==> src/rtl/uart_pkg.sv <==
// Shared UART definitions: transmitter state type, 8N1 frame constants
// and the default bit divisor used by both the transmitter and receiver.
package uart_pkg;

    typedef enum logic {
        IDLE     = 1'b0,
        TRANSMIT = 1'b1
    } tx_state_t;

    localparam int DATA_BITS  = 8;
    localparam int FRAME_BITS = 10;

    // 12'hA2C = 2604 clocks per bit
    localparam logic [11:0] DEFAULT_BAUD_DIV = 12'hA2C;

    // Shift-register image of a fresh frame: start bit (0) in bit 0, data above it.
    function automatic logic [DATA_BITS:0] frame_load(input logic [DATA_BITS-1:0] data);
        return {data, 1'b0};
    endfunction

endpackage

==> src/rtl/uart_baud_gen.sv <==
// Reload down-counter producing one tick per bit period. Reloads DIV-1 on
// load or on a tick, counts down while enabled, never underflows.
module uart_baud_gen #(
    parameter logic [11:0] DIV = 12'hA2C
) (
    input  logic clk,
    input  logic rst,
    input  logic load,
    input  logic en,
    output logic tick
);

    localparam logic [11:0] RELOAD = DIV - 12'd1;

    logic [11:0] cnt_reg;
    logic [11:0] cnt_next;

    assign tick = en && (cnt_reg == 12'd0);

    // Next count: reload on load or expiry, otherwise decrement while enabled
    always_comb begin
        cnt_next = cnt_reg;
        if (load || tick) begin
            cnt_next = RELOAD;
        end else if (en) begin
            cnt_next = cnt_reg - 12'd1;
        end
    end

    // Counter register
    always_ff @(posedge clk) begin
        if (rst) begin
            cnt_reg <= RELOAD;
        end else begin
            cnt_reg <= cnt_next;
        end
    end

endmodule

==> src/rtl/uart_tx.sv <==
// 8N1 UART transmitter with a one-byte holding register so that a queued
// byte follows the previous stop bit with no idle gap.
module uart_tx
    import uart_pkg::*;
#(
    parameter logic [11:0] BAUD_DIV = DEFAULT_BAUD_DIV
) (
    input  logic                 clk,
    input  logic                 rst,
    input  logic                 trmt,
    input  logic [DATA_BITS-1:0] tx_data,
    input  logic                 clr_done,
    output logic                 TX,
    output logic                 tx_full,
    output logic                 tx_done
);

    tx_state_t            state_reg;
    tx_state_t            state_next;
    logic [DATA_BITS:0]   shift_reg;
    logic [DATA_BITS-1:0] hold_reg;
    logic [3:0]           bit_cnt_reg;
    logic                 full_reg;
    logic                 full_next;
    logic                 done_reg;
    logic                 done_next;

    logic baud_tick;
    logic shift;
    logic frame_end;
    logic load_direct;
    logic load_hold;
    logic capture;
    logic set_done;
    logic idle_accept;

    uart_baud_gen #(
        .DIV (BAUD_DIV)
    ) u_baud_gen (
        .clk  (clk),
        .rst  (rst),
        .load (load_direct || load_hold),
        .en   (state_reg == TRANSMIT),
        .tick (baud_tick)
    );

    assign shift     = (state_reg == TRANSMIT) && baud_tick;
    // Tenth shift of a frame closes the stop bit
    assign frame_end = shift && (bit_cnt_reg == 4'(FRAME_BITS - 1));

    // Next-state, load selection and flag updates
    always_comb begin
        state_next  = state_reg;
        load_direct = 1'b0;
        load_hold   = 1'b0;
        capture     = 1'b0;
        set_done    = 1'b0;
        idle_accept = 1'b0;
        full_next   = full_reg;
        done_next   = done_reg;

        case (state_reg)
            IDLE: begin
                if (trmt) begin
                    load_direct = 1'b1;
                    idle_accept = 1'b1;
                    state_next  = TRANSMIT;
                end
            end
            TRANSMIT: begin
                if (frame_end) begin
                    if (full_reg) begin
                        // Queued byte goes straight out; trmt this cycle is dropped
                        load_hold = 1'b1;
                        full_next = 1'b0;
                    end else if (trmt) begin
                        // Byte arriving on the last stop-bit cycle is loaded directly
                        load_direct = 1'b1;
                    end else begin
                        state_next = IDLE;
                        set_done   = 1'b1;
                    end
                end else if (trmt && !full_reg) begin
                    capture   = 1'b1;
                    full_next = 1'b1;
                end
            end
            default: state_next = IDLE;
        endcase

        if (set_done) begin
            done_next = 1'b1;
        end else if (clr_done || idle_accept) begin
            done_next = 1'b0;
        end
    end

    // State and flag registers
    always_ff @(posedge clk) begin
        if (rst) begin
            state_reg <= IDLE;
            full_reg  <= 1'b0;
            done_reg  <= 1'b0;
        end else begin
            state_reg <= state_next;
            full_reg  <= full_next;
            done_reg  <= done_next;
        end
    end

    // Shift register: loads take priority over the shift on the same tick
    always_ff @(posedge clk) begin
        if (rst) begin
            shift_reg <= '1;
        end else if (load_direct) begin
            shift_reg <= frame_load(tx_data);
        end else if (load_hold) begin
            shift_reg <= frame_load(hold_reg);
        end else if (shift) begin
            shift_reg <= {1'b1, shift_reg[DATA_BITS:1]};
        end
    end

    // Bit counter: clears on every frame load, counts shifts up to FRAME_BITS
    always_ff @(posedge clk) begin
        if (rst) begin
            bit_cnt_reg <= 4'd0;
        end else if (load_direct || load_hold) begin
            bit_cnt_reg <= 4'd0;
        end else if (shift) begin
            bit_cnt_reg <= bit_cnt_reg + 4'd1;
        end
    end

    // Holding register for the byte queued behind the current frame
    always_ff @(posedge clk) begin
        if (rst) begin
            hold_reg <= '0;
        end else if (capture) begin
            hold_reg <= tx_data;
        end
    end

    assign TX      = shift_reg[0];
    assign tx_full = full_reg;
    assign tx_done = done_reg;

endmodule
==> config.mk <==
export PLATFORM = sky130hd
export DESIGN_NAME = uart_tx
export DESIGN_NICKNAME = d
export VERILOG_FILES = /design/src/rtl/uart_pkg.sv /design/src/rtl/uart_baud_gen.sv /design/src/rtl/uart_tx.sv
export SDC_FILE = /design/constraint.sdc
export NUM_CORES = 1
export LEC_CHECK = 0
export ABC_CLOCK_PERIOD_IN_PS = 1600
export CORE_ASPECT_RATIO = 0.5
export CORE_MARGIN = 2
export CORE_UTILIZATION = 52
export CTS_CLUSTER_DIAMETER = 150
export DETAILED_ROUTE_END_ITERATION = 7
export PLACE_DENSITY_LB_ADDON = 0.25
export SYNTH_ARGS = -nofsm -noshare
export SYNTH_HDL_FRONTEND = slang
export SYNTH_SLANG_ARGS = --single-unit
export TNS_END_PERCENT = 50
==> constraint.sdc <==
create_clock -name clk -period 1.6 [get_ports clk]
set_input_delay 0.16 -clock clk [delete_from_list [all_inputs] [get_ports clk]]
set_output_delay 0.16 -clock clk [all_outputs]
set_load 0.02 [all_outputs]
==> results of run 1 <==
## worst max path at each step
stage / slack [ps] / cells after the start / startpoint / end
5_1_grt: -170 / 4 / u_baud_gen.cnt_reg[6]$_SDFFE_PP0P_ / bit_cnt_reg[2]$_SDFFE_PP0P_
3_3_place_gp: -150 / 5 / trmt / shift_reg[5]$_SDFFE_PP1P_
4_1_cts: -140 / 4 / u_baud_gen.cnt_reg[3]$_SDFFE_PP1P_ / bit_cnt_reg[2]$_SDFFE_PP0P_
6_report: -130 / 4 / u_baud_gen.cnt_reg[6]$_SDFFE_PP0P_ / bit_cnt_reg[2]$_SDFFE_PP0P_
2_1_floorplan: -80 / 4 / u_baud_gen.cnt_reg[6]$_SDFFE_PP0P_ / bit_cnt_reg[2]$_SDFFE_PP0P_
3_5_place_dp: -190 / 5 / trmt / shift_reg[5]$_SDFFE_PP1P_
## metal layers
layer | vias up | track usage, % | share of wire [%]
li1 | 841 | - | -
met1 | 836 | 26.3 | 45
met2 | 18 | 44.0 | 51
met3 | 4 | 5.94 | 2.7
met4 | 0 | 5.85 | 0.95
met5 | - | 0 | 0
## worst reg2reg max path: stages (launching register included)
cell and delay (ps):
dfxtp_2 340, nor4_4 400, nand4_4 180, or4_4 550
a211oi_2 190
## power by group through the flow
stage / Clock [W] / Combinational, W / Sequential (W)
floorplan: 0 / 0.000126 / 0.000967
global placement: 0 / 0.000215 / 0.000966
detailed placement: 0 / 0.000221 / 0.000967
CTS: 0.000684 / 0.000232 / 0.000948
global route: 0.000714 / 0.000259 / 0.000948
finish: 0.000674 / 0.000239 / 0.000946
## what timing repair did
action / in CTS / in global routing
setup endpoints to repair: 29 / 36
pin swaps: 9 / 9
setup buffers: 6 / 3
hold buffers: 0 / 0
gates resized for setup: 19 / 20
## kinds of logic after synthesis
| logic type | share of synthesized area [%] |
|---|---|
| muxes | 13.3 |
| buffers and inverters | 4.04 |
| adders and majority gates | 2.57 |
| and+or+nand+nor | 26.9 |
| AOI/OAI and AO/OA | 11.7 |
| DFF | 36.9 |
| xor gates and xnor gates | 4.49 |
## stage by stage
step	hold WS, ps	area, sq um
floorplan	297	2000
global placement	455	2410
detailed placement	462	2410
CTS	476	2580
global route	497	2680
finish	479	2680
## cell usage in the layout, fill, tap and decap left out, types with 7 or more instances in the layout
cell              n
buf_4            37
dfxtp_1          27
mux2_2            7
nand2_1          13
buf_6             8
nand2b_1         17
nor2_1           13
clkdlybuf4s50_1  13
and2_1            8
dfxtp_2           8
a311oi_1          7
mux2i_1          18
o21ai_1           8
## final cells by class
class	instances	area, sq um	share of cell area [%]
multi-input combinational	155	1240	46.5
tap	51	63.8	2.38
sequential	36	734	27.4
inverter	5	18.8	0.701
timing repair buffer	60	526	19.6
clock buffer	8	90.1	3.37
==> key figures, run 1 <==
Power and ir drop
  – Switching portion of total power: 24.3%
  – Lkg Pwr: 0.988 nW
  – Switching Power: 0.000452 W
  – Logic pwr share: around 13%
  – Clock power frac: 36.2%
  – Pwr per Cell Area: 695 nW/um^2
  – Reg power frac: 50.9%
  – Peak supply drop: around 280 uV
  – Internal: 0.00141 W
  – Pwr Total: 0.00186 W

Clock tree
  – CTS clk-pin slew, worst paths: 70 ps
  – Clock tree buffer depth: 2
  – Clock Sink Count: 36
  – Max H-tree Level: 2
  – TritonCTS clock tree: built
  – Skew-Pair Late Insertion Delay: 280 ps
  – Inserted Clock Buffers: 5
  – CTS root buffer: clkbuf_8

Global route
  – Number of global-route vias before repair: 1609
  – Largest net degree at the start of global routing: 25
  – GRT Total Usage: 22.7%
  – GR Overflow Total: 0
  – First-pass GRT wire length: 7380 microns
  – Initial antenna violation count: 0

Logic synthesis
  – Area contributors post-synth: dfxtp_1 37%, mux2i_1 9.2%, nand2b_1 5.5%
  – EDFF count, synth: 0
  – Seq cells post-synth: 36
  – Register area share after synthesis: 36.9%
  – Synth warn: 0
  – Post-synthesis cell type count: between 40 and 50
  – Post-synth top area cell: dfxtp_1
  – Synth top area share: 36.9%
  – Top-count cell post-synth: dfxtp_1
  – Main synth FF type: dfxtp_1
  – Syn nets: 224
  – Ys async rst share: 0%
  – Synth Instances: 208
  – Most common library cells after synthesis: 36 x dfxtp_1, 18 x mux2i_1, 17 x nand2b_1
  – Synthesized cell area: 1950 sq um
  – Syn avg cell area: 9.38 sq um

Setup path
  – Setup crit start kind: flop
  – CP max stage delay: 550 ps
  – R2r endpoint: bit_cnt_reg[2]$_SDFFE_PP0P_
  – Worst reg2reg path depth: 4
  – Buffers & Inverters on Critical Path: 0
  – Crit path capture type: flop
  – Crit-path max FO: 3
  – WP data arrival: ~1900 ps
  – Required time of the critical path: 1810 ps
  – Crit-path slowest cell: or4_4
  – R2R Path Start: u_baud_gen.cnt_reg[6]$_SDFFE_PP0P_
  – Crit path max-delay family: simple AND/OR/NAND/NOR gates
  – Worst-path cell chain: nor4_4, nand4_4, or4_4, a211oi_2
  – Setup slack, reg-to-reg: -130 ps
  – Setup CP Type: reg2reg

Cells and area
  – Layout cells sized above 1: about a third
  – Syn-to-layout area delta: 37.2%
  – # nets final: 279
  – Diode count: 0
  – Post-layout util: 76.3%
  – Max FFs per register: 12
  – Filler cell count: 234
  – Post-Layout Cell Count: approximately 320

STA
  – Fin crit share: 108%
  – Worst Max-Slew Pin Slew: 420 ps
  – # setup viols final: 15
  – Slew headroom: 71.9%
  – Hold Vio Cnt, Final: 0
  – Final WS setup: -127 ps
  – Setup TNS: -637 ps
  – Final Max Tran Viols: 0
  – Final Critical Period: 1730 ps
  – RSZ-0062 raised after global routing: yes
  – Setup Skew: between 2 and 3 ps
  – F_max: between 500 and 600 MHz

Flow run
  – MaxCap Viol Count: 0

Min path
  – Hold Crit Start: hold_reg[7]$_SDFFE_PP0P_
  – Worst Hold End: hold_reg[7]$_SDFFE_PP0P_
  – Hold Crit Class: reg2reg
  – WHS Path Cells: 2

Detailed routing
  – Routed Antenna Nets: 0
  – Via density: 5.39
  – First drt pass iteration count: 4
  – Post-DR wirelength/cell: about 15 microns
  – Final wirelength: 4630 microns
  – Via count: ~1700
  – First DRT Iteration DRCs: 76
  – Number of remaining DRC errors: 0

Floorplanning
  – Row Count: 15
  – Initial Util: 55.6%
  – Die height: 47.3 microns
  – Core Box Area: 3510 sq um
  – IO Pins: 15
  – Chip Width: 90.6 microns
  – Die area: around 4300 sq um

Place
  – Placer Congestion: 0.808
  – Placed cells: 298
  – Pre-CTS setup slack: -188 ps
  – Detailed Place HPWL: around 3100 microns
  – Input/output buffers: 14

Run status
  – Violated checks: setup timing
  – Status: complete, but fails checks
No activity file was read; power rests on OpenSTA's default activity.
==> run 2, diff against run 1 <==
ABC_AREA = 1   (was default)
SLEW_MARGIN = 20   (was default)
==> run 2 against run 1 <==
Against the previous run:
- the run now ends clean
- first-iteration DRC count down 2.6%
- clock-buffer cell count unchanged
- non-clock buffer count decreased by 15
- synthesized area rose by 5.4%
- worst hold slack worse by 13 ps
- routed wire length grew 7.0%
- clock power barely moved
- synthesized cell count grew 34%
- highest routed layer unchanged
- clock skew fell by 0.69 ps
- sequential power is 0.7% higher
==> key figures, run 2 <==
Cells and area
  – Post-Layout Cell Count: 381
  – Diode count: 0
  – Most frequent cells in the layout: 61 x nand2_1, 33 x dfxtp_1, 31 x inv_1
  – Layout cells sized above 1: 30.6%
  – Max FFs per register: 12
  – Post-layout util: 70.6%
  – Commonest non-fill, non-tap cell in the layout: nand2_1
  – Syn-to-layout area delta: 32.0%
  – # nets final: 342

Flow run
  – MaxCap Viol Count: 0

Place
  – Input/output buffers: 14
  – Pre-CTS setup slack: -38.7 ps
  – Placer Congestion: 0.925
  – Placed cells: 367
  – Detailed Place HPWL: 3450 microns

Floorplanning
  – Core Box Area: 3840 sq um
  – Row Count: 16
  – Die height: between 40 and 50 microns
  – IO Pins: 15
  – Initial Util: a little over half
  – Chip Width: 92.9 microns
  – Die area: between 4000 and 5000 sq um

Logic synthesis
  – Main synth FF type: dfxtp_1
  – Synth top area share: 35.1%
  – Synthesized cell area: 2060 sq um
  – Syn nets: 295
  – Post-synth top area cell: dfxtp_1
  – Area contributors post-synth: dfxtp_1 35%, nand2_1 12%, inv_1 6.6%
  – EDFF count, synth: 0
  – Post-synthesis cell type count: 34
  – Top-count cell post-synth: nand2_1
  – Synth Instances: 279
  – Syn avg cell area: 7.37 sq um
  – Ys async rst share: 0%
  – Synth warn: 0
  – Seq cells post-synth: 36
  – Most common library cells after synthesis: 67 x nand2_1, 36 x dfxtp_1, 36 x inv_1
  – Register area share after synthesis: 35.1%

Detailed routing
  – Routed Antenna Nets: 0
  – Via count: 1937
  – Final wirelength: 4960 microns
  – Post-DR wirelength/cell: between 10 and 15 microns
  – First DRT Iteration DRCs: 74
  – First drt pass iteration count: 4
  – Number of remaining DRC errors: 0
  – Via density: 5.08

STA
  – Fin crit share: 99.4%
  – Slew headroom: 79.2%
  – F_max: 629 MHz
  – Final WS setup: 9.85 ps
  – Final Max Tran Viols: 0
  – Worst Max-Slew Pin Slew: 309 ps
  – Final Critical Period: 1590 ps
  – Setup Skew: ~2 ps
  – RSZ-0062 raised after global routing: yes
  – # setup viols final: 0
  – Tightest hold margin: around 470 ps
  – Hold Vio Cnt, Final: 0

Global route
  – Initial antenna violation count: 0
  – Number of global-route vias before repair: 1795
  – Largest net degree at the start of global routing: 13
  – First-pass GRT wire length: 7910 microns
  – GRT Total Usage: about 22%
  – GR Overflow Total: 0

Clock tree
  – Clock Sink Count: 36
  – Skew-Pair Late Insertion Delay: 290 ps
  – Inserted Clock Buffers: 5
  – Clock tree buffer depth: 2
  – CTS clk-pin slew, worst paths: 70 ps
  – TritonCTS clock tree: built
  – CTS root buffer: clkbuf_8
  – Max H-tree Level: 2

Setup path
  – Crit-path slowest cell: dfxtp_2
  – WP data arrival: 1780 ps
  – Worst-path cell chain: inv_2, buf_4, ha_4, nand2_2, nor2_2, nand2_1, or2_1, nor2_2, xnor2_1, nor2_1
  – Setup CP Type: reg2reg
  – Setup crit start kind: flop
  – Worst reg2reg path depth: 10
  – Required time of the critical path: 1790 ps
  – Crit-path max FO: 2
  – CP dominant cell by count: nor2_2
  – CP max stage delay: 330 ps
  – Setup slack, reg-to-reg: 10 ps
  – Crit path capture type: flop

Power and ir drop
  – Pwr per Cell Area: just over 700 nW/um^2
  – Peak supply drop: 630 uV
  – Lkg Pwr: 1.26 nW

Run status
  – Status: completed

Min path
  – WHS Path Cells: 2
  – Hold Crit Class: reg2reg
## run 2: stage by stage
| step | instance area [sq um] | total power (W) | TNS, ps |
|---|---|---|---|
| floorplan | 2060 | 0.00112 | 0 |
| global placement | 2440 | 0.00122 | 0 |
| detailed placement | 2440 | 0.00123 | -95.6 |
| CTS | 2530 | 0.00190 | 0 |
| global route | 2710 | 0.00201 | -437 |
| finish | 2710 | 0.00191 | 0 |
## run 2: worst paths after layout
| check | start | endpoint |
|---|---|---|
| max | u_baud_gen.cnt_reg[0]$_SDFFE_PP1P_ | u_baud_gen.cnt_reg[8]$_SDFFE_PP0P_ |
| min reg2reg | hold_reg[3]$_SDFFE_PP0P_ | hold_reg[3]$_SDFFE_PP0P_ |
| min | hold_reg[3]$_SDFFE_PP0P_ | hold_reg[3]$_SDFFE_PP0P_ |
| max reg2reg | u_baud_gen.cnt_reg[0]$_SDFFE_PP1P_ | u_baud_gen.cnt_reg[8]$_SDFFE_PP0P_ |
## run 2: cell families after synthesis
family,Yosys count,synth area share [%]
compound gates,21,5.36
xor+xnor,6,2.56
fa+ha+maj,4,2.43
buf+inv,46,10.5
flops,36,35.1
simple gates,166,44.1
## run 2: layout make-up
type,instances,area [sq um]
Timing Repair inverter,1,8.76
Tap cell,54,67.6
Clock buffer,8,90.1
Timing Repair Buffer,45,432
Fill cell,316,1130
Sequential cell,36,727
Inverter,40,165
Multi-Input combinational cell,197,1220
## run 2: critical path: cells and delay by family (launching register included)
kind	cells	cell delay [ps]
xor gates and xnor gates	1	120
DFF	1	330
buffers and inverters	2	210
adders and majority gates	1	140
and+or+nand+nor	6	690
## run 2: timing repair
item,in CTS,in global routing
setup endpoints to repair,7,35
cloned,0,1
hold buffers,0,0
gates resized for setup,1,41
pin swaps,1,8
setup buffers,0,5
## run 2: report_power, final
| group | internal [W] | switching [W] | leakage (nW) | total (W) |
|---|---|---|---|---|
| clock | 0.000351 | 0.000320 | 0.0455 | 0.000671 |
| combinational | 0.000139 | 0.000150 | 0.916 | 0.000289 |
| sequential | 0.000928 | 0.0000242 | 0.294 | 0.000953 |
## run 2: routing by layer
layer  up-vias  wire, microns  global-route usage, %
met5         -              0                      0
met1       898           2280                   27.6
met3         9            203                   5.14
met4         0             82                   7.84
li1        993              -                      -
met2        37           2390                   37.9
==> run 3, diff against run 2 <==
SYNTH_HIERARCHICAL = 1   (was default)
==> run 3 against run 2 <==
Against the previous run:
- the flow now finishes with violations (setup timing)
- critical endpoint is now u_baud_gen/cnt_reg[1]$_SDFFE_PP1P_
- routed wire length shrank 6.7%
- worst setup slack got worse by 280 ps
- sequential power barely moved
==> key figures, run 3 <==
Clock tree
  – TritonCTS clock tree: built
  – CTS root buffer: clkbuf_8
  – Inserted Clock Buffers: 5
  – CTS clk-pin slew, worst paths: 70 ps
  – Clock Sink Count: 36
  – Skew-Pair Late Insertion Delay: 290 ps
  – Post-CTS Hold Fix Bufs: 0
  – Max H-tree Level: 2
  – Clock tree buffer depth: 2

Setup path
  – CP max stage delay: about 340 ps
  – CP dominant cell by count: inv_2
  – Crit-path max FO: 7
  – Critical Path Stages: 18
  – Crit path to: u_baud_gen/cnt_reg[1]$_SDFFE_PP1P_
  – Setup slack, reg-to-reg: -270 ps
  – Crit-path slowest cell: dfxtp_2
  – Setup crit start kind: flop
  – Worst-path cell chain: inv_2, ha_4, nand2_2, inv_2, nand2_2, nor2_4, nand2_2, inv_2, nand2_4, nor2_4, nand3_2, nand2_4, inv_8, nand2_4, nor2_4, inv_2, a21oi_4, nand3_1
  – Required time of the critical path: approximately 1800 ps
  – R2R Path Start: u_baud_gen/cnt_reg[1]$_SDFFE_PP1P_
  – Crit path capture type: flop
  – Worst Setup SP: u_baud_gen/cnt_reg[1]$_SDFFE_PP1P_
  – Buffers & Inverters on Critical Path: 5
  – Worst reg2reg path depth: 18
  – Setup CP Type: reg2reg
  – WP data arrival: 2040 ps
  – Crit path max-delay family: simple AND/OR/NAND/NOR gates
  – R2r endpoint: u_baud_gen/cnt_reg[1]$_SDFFE_PP1P_

Logic synthesis
  – Syn avg cell area: 7.05 sq um
  – Synthesized cell area: 1960 sq um
  – Synth Instances: 278
  – Post-synth top area cell: dfxtp_1
  – Top-count cell post-synth: nand2_1
  – Seq cells post-synth: 36
  – Synth warn: 6
  – Main synth FF type: dfxtp_1
  – Ys async rst share: 0%
  – Mux cell area share after synthesis: 0%
  – Most common library cells after synthesis: 92 x nand2_1, 36 x dfxtp_1, 24 x inv_1
  – Area contributors post-synth: dfxtp_1 37%, nand2_1 18%, nand3_1 5.9%
  – EDFF count, synth: 0
  – Post-synthesis cell type count: 28
  – Adder-cell share of the synthesized area: between 2 and 3%
  – Post-Synth XOR/XNOR Area: ~2.2%
  – Syn nets: 294
  – Synth Area in Compound Gates: between 6 and 7%
  – Post-Synth Simple-Gate Area: 44.0%
  – Main combinational cell family by area after synthesis: simple AND/OR/NAND/NOR gates
  – Synth top area share: 36.8%
  – Register area share after synthesis: 36.8%

Global route
  – Largest net degree at the start of global routing: 13
  – Number of global-route vias before repair: between 1500 and 2000
  – GR Overflow Total: 0
  – GRT Total Usage: a little under a quarter
  – First-pass GRT wire length: ~7600 microns
  – Initial antenna violation count: 0

Place
  – Placer Congestion: 0.886
  – Input/output buffers: 14
  – Detailed Place HPWL: between 3000 and 4000 microns
  – Pre-CTS setup slack: -313 ps

STA
  – Setup Skew: 5.65 ps
  – Final WS setup: -267 ps
  – Hold Vio Cnt, Final: 0
  – Slew headroom: 80.2%
  – Worst Max-Slew Pin Slew: around 300 ps
  – # setup viols final: 35
  – Final Max Tran Viols: 0
  – Final Critical Period: 1870 ps
  – RSZ-0062 raised after global routing: yes
  – Fin crit share: 117%
  – F_max: 536 MHz

Cells and area
  – Most frequent cells in the layout: 85 x nand2_1, 40 x buf_4, 34 x dfxtp_1
  – Diode count: 0
  – # nets final: 350
  – Max FFs per register: 12
  – Commonest non-fill, non-tap cell in the layout: nand2_1
  – Layout cells sized above 1: 32.5%
  – Syn-to-layout area delta: 34.8%
  – Filler cell count: ~280

Floorplanning
  – Chip Width: roughly 90 microns
  – Initial Util: 55.6%
  – Die area: 4310 sq um
  – Die height: 47.4 microns
  – Row Count: 15
  – IO Pins: 15
  – Core Box Area: about 3500 sq um

Detailed routing
  – First DRT Iteration DRCs: 50
  – First drt pass iteration count: 4
  – Final wirelength: 4630 microns
  – Via density: 5.04
  – Via count: between 1500 and 2000
  – Number of remaining DRC errors: 0
  – Routed Antenna Nets: 0
  – Post-DR wirelength/cell: 12.0 microns

Power and ir drop
  – Peak supply drop: 425 uV
  – Lkg Pwr: 1.26 nW
  – Pwr Total: 0.00192 W
  – Pwr per Cell Area: 728 nW/um^2

Flow run
  – MaxCap Viol Count: 0

Min path
  – Hold Crit Class: reg2reg
  – WHS Path Cells: 2
  – Hold Crit Start: hold_reg[5]$_SDFFE_PP0P_

Run status
  – Violated checks: setup timing
  – Status: complete, but fails checks
[run 3: changes by cell type in the layout (fill, tap and decap cells not counted), sizes merged, moves of 2 or more]
cell    delta
nand2     +33
buf       +11
inv       -10
nand4      -8
nand3      -7
nor2       -5
nor3       -3
o21bai     +2
[run 3: kinds of logic after synthesis]
logic type	count (synthesis)
AOI/OAI and AO/OA	20
xor gates and xnor gates	5
adders and majority gates	4
buffers and inverters	37
DFF	36
and+or+nand+nor	176
[run 3: what timing repair did]
item | in CTS | in global routing
cloned | 0 | 0
gates resized for setup | 10 | 6
endpoints found under the setup margin | 37 | 36
setup buffers | 6 | 3
pin swaps | 9 | 17
[run 3: worst min-delay path by stage]
stage                                                     end  slack, ps
after global routing                 hold_reg[7]$_SDFFE_PP0P_        480
after detailed placement  u_baud_gen/cnt_reg[11]$_SDFFE_PP1P_        450
after CTS                            hold_reg[0]$_SDFFE_PP0P_        470
after global placement    u_baud_gen/cnt_reg[11]$_SDFFE_PP1P_        440
final                                hold_reg[5]$_SDFFE_PP0P_        470
after floorplan                          state_reg$_SDFF_PP0_        290
[run 3: layer usage]
metal	vias to the layer above	GRT usage, %	share of wire [%]
met4	0	9.09	2.1
li1	985	-	-
met3	12	5.35	2.8
met1	924	23.3	43
met5	-	0	0
met2	25	48.1	52
[run 3: cell type report]
class | instances | area, sq um | area share (%)
timing repair buffer | 56 | 479 | 18.1
inverter | 30 | 120 | 4.55
clock buffer | 8 | 90.1 | 3.41
sequential | 36 | 723 | 27.4
multi-input combinational | 205 | 1170 | 44.1
tap | 51 | 63.8 | 2.41
[run 3: power breakdown]
group / switching, W / internal (W) / leakage (nW)
Sequential: 0.0000202 / 0.000931 / 0.293
Clock: 0.000315 / 0.000351 / 0.0455
Combinational: 0.000165 / 0.000143 / 0.921
[run 3: per-stage QoR]
step	instance area [sq um]	hold slack, ps	TNS (ps)	utilization (%)	cells
2_1_floorplan	2020	293	-7630	-	278
3_3_place_gp	2440	442	-5380	69.1	370
3_5_place_dp	2440	453	-7200	69.1	370
4_1_cts	2610	471	-5400	74.0	384
5_1_grt	2640	481	-11410	74.9	386
6_report	2640	469	-6230	74.9	386
[run 3: tightest hold or removal path: cells and delay by family (launching register included)]
kind / cells / cell delay, ps
flip-flops: 1 / 320
AO/OA/AOI/OAI: 1 / 50
AND/OR/NAND/NOR: 1 / 60
